**src/rtl/div36x18_seq.sv**
```systemverilog
// rtl/div36x18_seq.sv - sequential 36/18 restoring divider, fixed 19-edge latency
// Signed operands are divided as magnitudes; sign fix-up and saturation happen in FIX.
module div36x18_seq #(
    parameter string GSR = "ENABLED"
) (
    input  logic        CLK0,
    input  logic        RST0,
    input  logic        CE0,
    input  logic        START,
    input  logic        SIGNED,
    input  logic [35:0] DIVIDEND,
    input  logic [17:0] DIVISOR,
    output logic        BUSY,
    output logic        DONE,
    output logic [17:0] Q,
    output logic [17:0] R,
    output logic        DIV_ZERO,
    output logic        OVERFLOW,
    output logic        SIGNEDQ
);

    typedef enum logic [1:0] {S_IDLE, S_CALC, S_FIX, S_DONE} state_t;

    typedef struct packed {
        logic [17:0] rem;
        logic [17:0] low;
        logic [17:0] quo;
        logic [17:0] dvs_mag;
        logic [17:0] raw_lo;
        logic        sgn;
        logic        dvd_neg;
        logic        dvs_neg;
        logic        mag_ovf;
        logic [17:0] q;
        logic [17:0] r;
        logic        div_zero;
        logic        ovf;
        logic        signedq;
    } dp_t;

    state_t      state_q, state_n;
    logic [4:0]  cnt_q, cnt_n;
    dp_t         dp, dp_n;

    logic [35:0] dvd_abs;
    logic [17:0] dvs_abs;
    logic [18:0] shifted;
    logic        fits;
    logic        q_neg;
    logic        sgn_ovf;
    logic [17:0] ovf_sat;
    logic [17:0] dz_sat;

    always_ff @(posedge CLK0 or posedge RST0) begin
        if (RST0) begin
            state_q <= S_IDLE;
            cnt_q   <= '0;
        end else begin
            state_q <= state_n;
            cnt_q   <= cnt_n;
        end
    end

    always_comb begin
        state_n = state_q;
        cnt_n   = cnt_q;
        if (CE0) begin
            case (state_q)
                S_IDLE: if (START) begin
                    state_n = S_CALC;
                    cnt_n   = '0;
                end
                S_CALC: begin
                    cnt_n = cnt_q + 5'd1;
                    if (cnt_q == 5'd17) state_n = S_FIX;
                end
                S_FIX:   state_n = S_DONE;
                default: state_n = S_IDLE;
            endcase
        end
    end

    always_comb begin
        dvd_abs = (SIGNED && DIVIDEND[35]) ? (36'd0 - DIVIDEND) : DIVIDEND;
        dvs_abs = (SIGNED && DIVISOR[17]) ? (18'd0 - DIVISOR) : DIVISOR;
        // Partial remainder stays below the divisor once magnitude overflow is excluded,
        // so 18 bits of remainder plus the incoming dividend bit suffice.
        shifted = {dp.rem, dp.low[17]};
        fits    = shifted >= {1'b0, dp.dvs_mag};
        q_neg   = dp.sgn & (dp.dvd_neg ^ dp.dvs_neg);
        sgn_ovf = dp.sgn & (q_neg ? (dp.quo > 18'h20000) : (dp.quo > 18'h1FFFF));
        ovf_sat = !dp.sgn ? 18'h3FFFF : (q_neg ? 18'h20000 : 18'h1FFFF);
        dz_sat  = !dp.sgn ? 18'h3FFFF : (dp.dvd_neg ? 18'h20000 : 18'h1FFFF);

        dp_n = dp;
        if (CE0) begin
            case (state_q)
                S_IDLE: if (START) begin
                    dp_n.sgn     = SIGNED;
                    dp_n.dvd_neg = SIGNED & DIVIDEND[35];
                    dp_n.dvs_neg = SIGNED & DIVISOR[17];
                    dp_n.rem     = dvd_abs[35:18];
                    dp_n.low     = dvd_abs[17:0];
                    dp_n.quo     = '0;
                    dp_n.dvs_mag = dvs_abs;
                    dp_n.raw_lo  = DIVIDEND[17:0];
                    dp_n.mag_ovf = dvd_abs[35:18] >= dvs_abs;
                end
                S_CALC: begin
                    dp_n.rem = fits ? (shifted[17:0] - dp.dvs_mag) : shifted[17:0];
                    dp_n.low = {dp.low[16:0], 1'b0};
                    dp_n.quo = {dp.quo[16:0], fits};
                end
                S_FIX: begin
                    dp_n.signedq = dp.sgn;
                    if (dp.dvs_mag == 18'd0) begin
                        dp_n.div_zero = 1'b1;
                        dp_n.ovf      = 1'b0;
                        dp_n.q        = dz_sat;
                        dp_n.r        = dp.raw_lo;
                    end else if (dp.mag_ovf || sgn_ovf) begin
                        dp_n.div_zero = 1'b0;
                        dp_n.ovf      = 1'b1;
                        dp_n.q        = ovf_sat;
                        dp_n.r        = '0;
                    end else begin
                        dp_n.div_zero = 1'b0;
                        dp_n.ovf      = 1'b0;
                        dp_n.q        = q_neg ? (18'd0 - dp.quo) : dp.quo;
                        dp_n.r        = dp.dvd_neg ? (18'd0 - dp.rem) : dp.rem;
                    end
                end
                default: ;
            endcase
        end
    end

    generate
        if (GSR == "ENABLED") begin : g_gsr_on
            always_ff @(posedge CLK0 or posedge RST0) begin
                if (RST0) dp <= '0;
                else      dp <= dp_n;
            end
        end else begin : g_gsr_off
            always_ff @(posedge CLK0) begin
                if (!RST0) dp <= dp_n;
            end
        end
    endgenerate

    assign BUSY     = (state_q == S_CALC) || (state_q == S_FIX);
    assign DONE     = (state_q == S_DONE);
    assign Q        = dp.q;
    assign R        = dp.r;
    assign DIV_ZERO = dp.div_zero;
    assign OVERFLOW = dp.ovf;
    assign SIGNEDQ  = dp.signedq;

endmodule

```
**config.mk**
```make
export PLATFORM = sky130hd
export DESIGN_NAME = div36x18_seq
export DESIGN_NICKNAME = d
export VERILOG_FILES = /design/src/rtl/div36x18_seq.sv
export SDC_FILE = /design/constraint.sdc
export NUM_CORES = 1
export LEC_CHECK = 0
export CAP_MARGIN = 5
export CORE_AREA = 5 5 154 156
export CTS_CLUSTER_SIZE = 8
export DETAILED_ROUTE_END_ITERATION = 16
export DIE_AREA = 0 0 159 161
export PLACE_DENSITY = 0.68
export SYNTH_ARGS = -nofsm -noshare
export SYNTH_HDL_FRONTEND = slang
export SYNTH_SLANG_ARGS = --single-unit
```
**constraint.sdc**
```tcl
create_clock -name CLK0 -period 5 [get_ports CLK0]
set_input_delay 0.5 -clock CLK0 [delete_from_list [all_inputs] [get_ports CLK0]]
set_output_delay 0.5 -clock CLK0 [all_outputs]
set_load 0.01 [all_outputs]
```
==> out/results.ini, run 1 <==
[clock_tree]
cts_root_buf=clkbuf_16
cts_hold_buf=0
clk_path_buf_depth=2
cts_buffers=17
tritoncts=done
cts.sinks=140
cts_setup_buffers=0
clk_pin_slew_worst_paths_ns=0.06
clkLatencyLatePin_ns=0.42
ctsResizeCount=0
htree_levels=4

[finish]
final_common_cell=dfrtp_1
n_antenna_cell=0
fin_util_pct=48.9
area_growth_pct=16.6
final_cell_mix=140 x dfrtp_1, 112 x nand2_1, 99 x clkdlybuf4s50_1
drive_gt1_share_pct=7.46
nNetsFinal=1206

[power]
irDropWorstVdd_v=0.000241
power_density_mw_per_mm2=650
p_leak_nw=4.65

[routing]
drt_first_iter_violations=511
totalWireLength_mm=25.8
vias_per_cell=5.72
drtAntennaViolNets=0
wl_per_cell_um=18.5
route.vias.total=7995
firstDrtPassIters=5
route.detailed.drc=0

[placement]
gp_congestion=0.896
hpwlAfterDp_mm=19.3
portBuffers=99

[synthesis]
ys_ff_latch=140
synthesis.area_mm2=0.00933
ys.flop_type=dfrtp_1
syn_area_per_cell_um2=8.80
synth-edff-count=0
ys_warn_count=0
yosysSeqAreaShare_pct=37.6
synthArstFlopShare_pct=100
synthCells=1060
post_synth_num_cell_types=68
syn_nets=1166

[sta]
fin_crit_ns=3.99
drv_slew=0
period_share_pct=79.7
grt_setup_unrepaired=no
tns_ns=0
slew_headroom_pct=26.9
finalSetupViolCount=0
tightestPinTransition_ns=1.09
hold_viol_final=0
fmax_mhz=251
skew_ns=0.00993

[run_status]
status=completed

[worst_hold_path]
worstHoldPathType=in2async

[critical_path]
worst_ep_arrival_time_ns=4.29
critPathLaunch=DIVIDEND[2]
critPathCapture=dp[39]
cp_max_fo=6
crit_type=in2reg
worst_setup_path_end_kind=flip-flop
reg2reg_slack_ns=1.83
critPathRequiredTime_ns=5.30
start_kind=primary input
worstReg2RegEnd=dp[115]
r2r_start=dp[126]
reg2regPathDepth=9

[die]
chipWidth_um=159
die_height_um=161
dieArea_mm2=0.0256
core_mm2=0.0222
initial_utilization_pct=42.0
row_count=55
boundaryPins=100

[grt]
antenna_found_initial=0
grt_pass1_vias=7678
grt.overflow.total=0
grt_max_degree=61
grt_pass1_wl_mm=41.2
grt_use_total_pct=19.6

[job]
drv_cap=0

-- report_power, final --
group	internal (mW)	switching [mW]
Combinational	1.60	2.05
Sequential	1.64	0.525
Clock	0.748	0.499
-- cells by family (layout without fill, tap and decap cells) --
kind of cell	Yosys count	in the layout	synth area share (%)
AO/OA/AOI/OAI	286	286	19.4
AND/OR/NAND/NOR	333	333	17.3
XOR/XNOR	100	100	9.39
flip-flops	140	140	37.6
buffers and inverters	127	179	6.73
adder cells (fa/ha/maj)	47	47	6.38
multiplexers	27	27	3.17
-- cell type report --
type                       instances  area [um^2]
clock buffer                      22          494
clock inverter                     9         85.1
fill                            2104        11400
inverter                          38          148
multi-input combinational        793         5210
sequential                       140         3500
tap                              285          357
timing repair buffer             110         1070
-- stage by stage --
stage	setup WS [ns]	instance area, um^2	power (mW)	cells	hold WS (ns)
after floorplan	0.747	9330	4.78	1060	0.450
after global placement	0.769	10300	5.74	1366	0.462
after detailed placement	0.675	10300	5.80	1366	0.474
after CTS	1.11	10900	7.07	1397	0.474
after global routing	0.781	10900	7.58	1397	0.493
final	1.01	10900	7.06	1397	0.459
-- worst max-delay path, stage by stage --
cell and delay, ns:
clkdlybuf4s50_1 0.51, nor4_1 0.62, nand4b_1 0.46, nor2_1 0.47, nand2_1 0.15, o21ai_0 0.23, xnor2_1 0.18, ha_1 0.29
a21o_1 0.18, a21o_1 0.17, a2111oi_0 0.43, o2bb2ai_1 0.09
-- routing by layer --
layer | routed length, um | part of all wire (%) | global-route usage [%] | vias to the layer above
met5 | 0 | 0 | 0 | -
met4 | 659 | 2.6 | 6.20 | 0
met3 | 1390 | 5.4 | 3.80 | 46
met2 | 12000 | 46 | 31.8 | 241
met1 | 11800 | 46 | 26.6 | 3870
li1 | - | - | - | 3838
-- worst min path at each step --
stage | end | cells past startpoint | slack [ns]
final | Q[4] | 2 | 0.46
after global routing | Q[4] | 2 | 0.49
after CTS | Q[4] | 2 | 0.47
after detailed placement | R[14] | 2 | 0.47
after global placement | dp[63] | 2 | 0.46
after floorplan | dp[63] | 2 | 0.45
-- synthesized netlist by cell type, drive strengths merged, types with 9 or more instances --
cell type / count / area, um^2
a21o: 12 / 90.1
a21oi: 77 / 385
a221o: 15 / 150
a22oi: 14 / 105
a31oi: 12 / 75.1
and2: 10 / 62.6
buf: 44 / 317
clkbuf: 45 / 169
dfrtp: 140 / 3500
ha: 46 / 576
inv: 37 / 139
mux2: 20 / 225
nand2: 113 / 424
nand2b: 9 / 56.3
nand3: 37 / 185
nor2: 71 / 269
nor3: 39 / 206
nor4: 16 / 145
o21ai: 91 / 455
o31ai: 12 / 95.1
o41ai: 11 / 104
xnor2: 45 / 394
xor2: 55 / 482
-- registers in the layout, summed over array words and instances, names as in the netlist --
register	count
DIV_ZERO	1
SIGNEDQ	1
OVERFLOW	1
R	18
dp	94
cnt_q	5
state_q	2
Q	18
Note: power is estimated with default switching activity, not from simulation.
==> run 2, diff against run 1 <==
--- a/config.mk
+++ b/config.mk
@@ -10,7 +10,7 @@
 export CTS_CLUSTER_SIZE = 8
 export DETAILED_ROUTE_END_ITERATION = 16
 export DIE_AREA = 0 0 159 161
-export PLACE_DENSITY = 0.68
+export PLACE_DENSITY = 0.7
 export SYNTH_ARGS = -nofsm -noshare
 export SYNTH_HDL_FRONTEND = slang
 export SYNTH_SLANG_ARGS = --single-unit
==> constraint.sdc (replaced) <==
create_clock -name CLK0 -period 3.58 [get_ports CLK0]
set_input_delay 0.358 -clock CLK0 [delete_from_list [all_inputs] [get_ports CLK0]]
set_output_delay 0.358 -clock CLK0 [all_outputs]
set_load 0.01 [all_outputs]
==> run 2 against run 1 <==
Sequential power up 38%; sequential share of layout area down 1.4 points; routed wire length shrank 1.3%; via count increased by 1.4%; first-iteration DRC count up 7.2%; setup slack worse by 0.79 ns; critical path depth up 2; register-to-register slack got worse by 1.3 ns; count of clock-buffer cells in the layout down 4; critical path type unchanged.
==> out/results.ini, run 2 (same netlist as run 1, synthesis figures left out) <==
[finish]
regMostFlops=dp
largest_reg_flops=94
area_growth_pct=22.0
final_common_cell=dfrtp_1
nNetsFinal=1269
final_cell_mix=140 x dfrtp_1, 112 x nand2_1, 99 x clkdlybuf4s50_1
fin_cells=1460
n_antenna_cell=0
fill_cells=2085
drive_gt1_share_pct=12.4

[sta]
skew_ns=0.0106
grt_setup_unrepaired=no
fmax_mhz=298
drv_slew=0
tightestPinTransition_ns=0.867
slew_headroom_pct=42.1
fin_crit_ns=3.35
period_share_pct=93.7
finalSetupViolCount=0
hold_viol_final=0

[clock_tree]
htree_levels=4
tritoncts=done
cts_hold_buf=0
cts_buffers=17
clk_pin_slew_worst_paths_ns=0.06
ctsResizeCount=0
clk_path_buf_depth=2
cts_root_buf=clkbuf_16
cts.sinks=140
clkLatencyLatePin_ns=0.43
cts_setup_buffers=0

[critical_path]
worst_ep_arrival_time_ns=3.64
critPathBufInv=3
start_kind=primary input
worst_setup_path_end_kind=flip-flop
path_delay_family=compound AO/OA/AOI/OAI gates
cpPeakStageDelay_ns=0.50
crit_chain=clkdlybuf4s50_1 -> nor4_1 -> buf_4 -> nand4b_1 -> buf_4 -> nor2_1 -> nand2_1 -> o21ai_0 -> xnor2_1 -> ha_1 -> a21o_1 -> a21o_1 -> a2111oi_0 -> o2bb2ai_1
cp_max_fo=4
crit_type=in2reg
critPathRequiredTime_ns=3.87
cp_slowest_cell=a2111oi_0

[die]
dieArea_mm2=0.0256
row_count=55
chipWidth_um=159
die_height_um=161
core_mm2=0.0222
initial_utilization_pct=42.0
boundaryPins=100

[job]
drv_cap=0

[power]
p_leak_nw=4.96
total_power_mw=10.1
irDropWorstVdd_v=0.000437
power_density_mw_per_mm2=885

[routing]
drtAntennaViolNets=0
drt_first_iter_violations=548
firstDrtPassIters=5
totalWireLength_mm=25.5
route.vias.total=8104
route.detailed.drc=0
vias_per_cell=5.55
wl_per_cell_um=17.4

[placement]
place_inst=1429
hpwlAfterDp_mm=19.5
gp_congestion=0.872
portBuffers=99

[grt]
grt.overflow.total=0
grt_pass1_vias=7935
grt_use_total_pct=19.8
antenna_found_initial=0
grt_max_degree=141
grt_pass1_wl_mm=41.8

[worst_hold_path]
worstHoldPathType=reg2reg

[run_status]
status=completed

==> run 2: cell types whose count changed in the layout (fill, tap and decap cells not counted), moves of 2 or more <==
cell	previous run	this run
clkbuf_8	5	1
clkinvlp_4	3	5
bufinv_16	1	3
buf_4	11	73
==> run 2: power by group <==
group | internal, mW | switching [mW]
Clock | 1.11 | 0.722
Combinational | 2.34 | 2.90
Sequential | 2.29 | 0.688
Total | 5.75 | 4.32
==> run 2: worst register-to-register path: stages (launching register included) <==
cell and delay (ns):
dfrtp_1 0.48, ha_1 0.38, a21oi_1 0.36, o21a_1 0.20, o21ai_0 0.13, nand4_1 0.14
a21oi_1 0.06, or2_1 0.52, and3_1 0.31, o32a_1 0.34
==> run 2: layout make-up <==
cell class,instances,area [um^2],area share [%]
clock inverters,13,165,1.45
flip-flops and latches,140,3500,30.8
clock buffers,18,439,3.86
multi-input cells,793,5210,45.8
inverters,38,146,1.29
repair buffers,173,1560,13.7
well taps,285,357,3.13
==> run 2: stage by stage <==
stage / utilization, % / setup slack [ns] / setup TNS (ns) / area (um^2) / hold slack, ns
floorplan: - / 0.519 / 0 / 9330 / 0.450
global placement: 48.5 / -0.125 / -0.125 / 10800 / 0.463
detailed placement: 48.5 / -0.181 / -0.181 / 10800 / 0.469
CTS: 51.2 / 0.225 / 0 / 11400 / 0.482
global route: 51.2 / 0.0441 / 0 / 11400 / 0.509
finish: 51.2 / 0.227 / 0 / 11400 / 0.475
==> run 2: metal layers <==
| layer | GRT usage [%] | wire [um] |
|---|---|---|
| met5 | 0 | 0 |
| met4 | 6.48 | 615 |
| met3 | 3.34 | 1470 |
| met2 | 32.2 | 11900 |
| met1 | 26.9 | 11500 |
==> run 2: path summary, 6_finish.rpt <==
path / slack, ns / startpoint / end / cells past startpoint
max in group asynchronous: 2.53 / RST0 / dp[77] / 3
max reg2reg: 0.53 / dp[126] / dp[125] / 9
min reg2reg: 0.48 / R[7] / R[7] / 2
min: 0.48 / R[7] / R[7] / 2
min in group asynchronous: 0.50 / RST0 / Q[6] / 3
max: 0.23 / DIVIDEND[2] / dp[39] / 14
